<file path="src/rtl/fifo_flex_ram.sv">
// Storage array for fifo_flex: WIDTH x 2^ABITS entries.
// Synchronous write port, asynchronous (combinational) read port.
module fifo_flex_ram #(
   parameter int WIDTH = 64,
   parameter int ABITS = 2
) (
   input  logic             clk,
   input  logic             we,
   input  logic [ABITS-1:0] waddr,
   input  logic [WIDTH-1:0] wdata,
   input  logic [ABITS-1:0] raddr,
   output logic [WIDTH-1:0] rdata
);

   localparam int DEPTH = 1 << ABITS;

   logic [WIDTH-1:0] mem [DEPTH];

   always_ff @(posedge clk) begin
      if (we) begin
         mem[waddr] <= wdata;
      end
   end

   assign rdata = mem[raddr];

endmodule

</file>
<file path="src/rtl/fifo_flex.sv">
// Synchronous single-clock FIFO with optional registered output stage.
// Capacity is DEPTH + REG_OUT; level and flags cover storage plus output register.
module fifo_flex #(
   parameter int WIDTH    = 64,
   parameter int ABITS    = 2,
   parameter int REG_OUT  = 0,
   parameter int AF_LEVEL = (1 << ABITS) + REG_OUT - 1,
   parameter int AE_LEVEL = 1
) (
   input  logic             clk,
   input  logic             rst,
   input  logic             flush,
   input  logic [WIDTH-1:0] a_data,
   input  logic             a_valid,
   output logic             a_ready,
   output logic             a_almost_full,
   output logic             a_full,
   output logic [WIDTH-1:0] b_data,
   output logic             b_valid,
   input  logic             b_ready,
   output logic             b_almost_empty,
   output logic [ABITS:0]   level
);

   localparam int DEPTH = 1 << ABITS;
   localparam int CAP   = DEPTH + REG_OUT;

   localparam logic [ABITS:0] CAP_V = (ABITS + 1)'(CAP);
   localparam logic [ABITS:0] AF_V  = (ABITS + 1)'(AF_LEVEL);
   localparam logic [ABITS:0] AE_V  = (ABITS + 1)'(AE_LEVEL);

   if (ABITS < 1 || REG_OUT < 0 || REG_OUT > 1 ||
       AF_LEVEL < 1 || AF_LEVEL > CAP || AE_LEVEL < 0 || AE_LEVEL >= CAP) begin : g_param_check
      $error("fifo_flex: illegal parameter combination");
   end

   logic [ABITS-1:0] wr_ptr;
   logic [ABITS-1:0] rd_ptr;
   logic [ABITS:0]   level_q;
   logic             wr_en;
   logic             rd_en;
   logic             mem_we;
   logic             mem_rd;
   logic [WIDTH-1:0] mem_rdata;

   assign level          = level_q;
   assign a_full         = (level_q == CAP_V);
   assign a_almost_full  = (level_q >= AF_V);
   assign b_almost_empty = (level_q <= AE_V);
   assign a_ready        = !rst && !flush && !a_full;
   assign wr_en          = a_valid && a_ready;
   assign rd_en          = b_valid && b_ready;

   fifo_flex_ram #(
      .WIDTH (WIDTH),
      .ABITS (ABITS)
   ) u_ram (
      .clk   (clk),
      .we    (mem_we),
      .waddr (wr_ptr),
      .wdata (a_data),
      .raddr (rd_ptr),
      .rdata (mem_rdata)
   );

   if (REG_OUT == 0) begin : g_direct
      assign b_valid = (level_q != '0) && !flush;
      assign b_data  = mem_rdata;
      assign mem_we  = wr_en;
      assign mem_rd  = rd_en;
   end else begin : g_regout
      logic             out_vld;
      logic [WIDTH-1:0] out_data;
      logic [ABITS:0]   stored;
      logic             stor_empty;
      logic             load;
      logic             bypass;

      // Invariant: the output register is valid whenever storage holds anything,
      // so storage occupancy is simply level minus the output register.
      assign stored     = level_q - {{ABITS{1'b0}}, out_vld};
      assign stor_empty = (stored == '0);
      assign load       = !out_vld || rd_en;
      assign bypass     = load && stor_empty && wr_en;
      assign mem_we     = wr_en && !bypass;
      assign mem_rd     = load && !stor_empty;
      assign b_valid    = out_vld && !flush;
      assign b_data     = out_data;

      always_ff @(posedge clk) begin
         if (rst || flush) begin
            out_vld <= 1'b0;
         end else if (load) begin
            out_vld <= !stor_empty || wr_en;
         end
      end

      // Data path carries no reset; contents are don't-care while out_vld is low.
      always_ff @(posedge clk) begin
         if (load) begin
            out_data <= stor_empty ? a_data : mem_rdata;
         end
      end
   end

   always_ff @(posedge clk) begin
      if (rst || flush) begin
         wr_ptr  <= '0;
         rd_ptr  <= '0;
         level_q <= '0;
      end else begin
         if (mem_we) wr_ptr <= wr_ptr + 1'b1;
         if (mem_rd) rd_ptr <= rd_ptr + 1'b1;
         case ({wr_en, rd_en})
            2'b10:   level_q <= level_q + 1'b1;
            2'b01:   level_q <= level_q - 1'b1;
            default: level_q <= level_q;
         endcase
      end
   end

endmodule

</file>
<file path="config.mk">
export PLATFORM = sky130hd
export DESIGN_NAME = fifo_flex
export DESIGN_NICKNAME = d
export VERILOG_FILES = /design/src/rtl/fifo_flex_ram.sv /design/src/rtl/fifo_flex.sv
export SDC_FILE = /design/constraint.sdc
export NUM_CORES = 1
export LEC_CHECK = 0
export CORE_MARGIN = 5
export CORE_UTILIZATION = 50
export CTS_CLUSTER_SIZE = 24
export DETAILED_ROUTE_END_ITERATION = 10
export PLACE_DENSITY = 0.74
export SYNTH_ARGS = -nofsm -noshare
export SYNTH_HDL_FRONTEND = slang
export SYNTH_SLANG_ARGS = --single-unit
</file>
<file path="constraint.sdc">
create_clock -name clk -period 3.25 [get_ports clk]
set_input_delay 0.65 -clock clk [delete_from_list [all_inputs] [get_ports clk]]
set_output_delay 0.65 -clock clk [all_outputs]
set_load 0.02 [all_outputs]
</file>
==> run_results.csv <==
group,metric,value,unit
run_status,status,"completed",
setup_path,end_kind,"primary output",
logic_synthesis,synth_area,0.00977,mm²
pwr,power_switching,0.00136,W
pwr,vdd_drop_max,0.000569,V
sta,skew,19.1,ps
detailed_routing,ant_nets,0,
logic_synthesis,synth_cells,400,
floorplan,die_w,150,µm
logic_synthesis,ys_ff_latch,265,
detailed_routing,drc,0,
setup_path,cp.required,2600,ps
sta,layout_setup_ws,158,ps
sta,fin_hold_ws,514,ps
placement,placedCellCount,803,
floorplan,core,0.0193,mm²
logic_synthesis,ys_seq_area_share,80.5,%
logic_synthesis,synth_top_area_share,78.7,%
clock_tree,htreeDepth,1,
grt,grt_pass1_vias,4959,
floorplan,initial_utilization,50.5,%
logic_synthesis,synth-edff-count,256,
cells_and_area,n_fill_cell,1283,
pwr,p_comb_share,4.1,%
logic_synthesis,synth_area_leader_cell,"edfxtp_1",
placement,portBuffers,140,
setup_path,start_kind,"register",
floorplan,die_h,150,µm
sta,slew_violations,0,
sta,setup_viol,0,
detailed_routing,vias_per_cell,5.35,
placement,gp_congestion,0.753,
grt,grt_pass1_wl,28200,µm
clock_tree,clock_latency,510,ps
setup_path,critPathKind,"reg -> out",
logic_synthesis,synth_area_leaders,"edfxtp_1 79%, mux4_2 15%, dfxtp_1 1.8%",
grt,grt.overflow.total,0,
clock_tree,clk_root_buffer_cell,"clkbuf_16",
cells_and_area,final_cells,852,
logic_synthesis,synth_nets,479,
clock_tree,postCtsSetupBuffers,0,
clock_tree,clock_path_buffers,3,
setup_path,cp_max_fo,26,
sta,period_share,95.1,%
pwr,leakagePower,3.96,nW
logic_synthesis,async_flop_share,0,%
grt,grt_usage,16.3,%
placement,dp_slack,540,ps
pwr,power_density,580,mW/mm²
floorplan,io_pins,141,
clock_tree,post_cts_resized,0,
detailed_routing,routed_wl,17800,µm
clock_tree,ctsHoldBuffers,0,
cells_and_area,syn_to_final_growth,29.0,%
pwr,seqPwrFrac,51.9,%
sta,slew_headroom,72.7,%
clock_tree,numCtsBuffers,26,
grt,antenna_found_initial,3,
sta,fmax,323,MHz
logic_synthesis,yosys_most_used_dff,"edfxtp_1",
floorplan,dieArea,0.0224,mm²
sta,rsz0062_at_grt,"no",
clock_tree,clock_sinks,265,
pwr,swShare,18.5,%
detailed_routing,firstDrtPassIters,5,
cells_and_area,drive_gt1_share,21.8,%
logic_synthesis,ys_top_cells_by_count,"256 x edfxtp_1, 64 x mux4_2, 10 x ha_1",
detailed_routing,post_drt_wl_per_cell,20.9,µm
logic_synthesis,synthDistinctLibCells,29,
run,cap_viol_max_count,0,
logic_synthesis,yosysMostFrequentCell,"edfxtp_1",
detailed_routing,drtIter0Drc,286,
placement,hpwlAfterDp,11200,µm
sta,hold_viol,0,
detailed_routing,vias,4561,
sta,setup_tns,0,ps
cells_and_area,fin_util,65.2,%
logic_synthesis,avgSynthCellArea,24.4,µm²
pwr,intPower,0.00595,W
clock_tree,clk_pin_slew,60,ps
cells_and_area,nets,645,
hold_path,hold_path_class,"reg -> reg",
pwr,pwr-share-clk,44.1,%
sta,tightest_slew,410,ps
setup_path,arrival,2440,ps
clock_tree,cts_tree,"built",
logic_synthesis,synth_warnings,0,
grt,grt_max_degree,45,
sta,period_minus_slack,3090,ps
floorplan,fp-row-count,51,
==> flip-flops by register name, indices dropped and copies added (netlist names), named ones only <==
name / cells
u_ram.mem: 256
level: 3
wr_ptr: 2
rd_ptr: 2
==> per-stage QoR <==
stage / area, µm² / power [W]
after detailed placement: 11600 / 0.00416
after global routing: 12600 / 0.00756
final: 12600 / 0.00731
after CTS: 12600 / 0.00739
after floorplan: 9770 / 0.00397
after global placement: 11600 / 0.00415
==> cells by family after synthesis <==
logic type / count (synthesis) / share of synthesized area (%)
flops: 265 / 80.5
mux: 64 / 14.8
simple gates: 24 / 1.31
buf+inv: 21 / 1.06
compound gates: 14 / 0.884
fa+ha+maj: 10 / 1.28
xor+xnor: 2 / 0.179
==> final cells by class <==
class	instances	area (µm²)	area share [%]
clock inverters	20	264	2.09
diodes	1	2.50	0.0199
well taps	265	332	2.63
inverters	6	22.5	0.179
flip-flops and latches	265	7880	62.5
clock buffers	28	689	5.47
repair buffers	153	1600	12.7
multi-input cells	114	1820	14.4
==> path summary, 6_finish.rpt <==
kind | start | cells after the start | end | slack, ps
min | rd_ptr[1] | 2 | register | 510
max reg2reg | level[0] | 10 | level[2] | 950
min reg2reg | rd_ptr[1] | 2 | register | 510
max | register | 3 | b_data[44] | 160
==> power by group through the flow <==
stage               clock network [W]  registers, W  logic (W)
floorplan                           0       0.00387   0.000102
global placement                    0       0.00386   0.000290
detailed placement                  0       0.00387   0.000300
CTS                           0.00329       0.00379   0.000302
global route                  0.00345       0.00379   0.000318
finish                        0.00322       0.00379   0.000297
==> worst max-delay path, cell delays in order, from the launching register on <==
cell	delay, ps
dfxtp_4	510
buf_12	280
mux4_2	570
clkdlybuf4s50_1	570
==> layout by cell type, fill, tap and decap left out, types with 5 or more instances in the layout <==
master           Yosys  routed
a21oi_1              5       5
buf_12               0       8
buf_4                6       5
bufinv_16            0       6
clkbuf_16            0      27
clkdlybuf4s50_1      0     140
clkinv_1             0       5
clkinv_2             0       5
dfxtp_1              9       7
edfxtp_1           256     256
ha_1                10      10
inv_1                6       6
mux4_2              64      64
nor2_1               7       7
==> routing by layer <==
layer | global-route usage, % | up-vias | part of all wire [%] | routed length [µm]
met5 | 0 | - | 0.12 | 21
met4 | 2.79 | 4 | 1.2 | 213
met3 | 4.54 | 25 | 9.0 | 1610
met2 | 27.4 | 164 | 50 | 8840
met1 | 22.2 | 2328 | 40 | 7130
li1 | - | 2040 | - | -
Note: power is estimated with default switching activity, not from simulation.
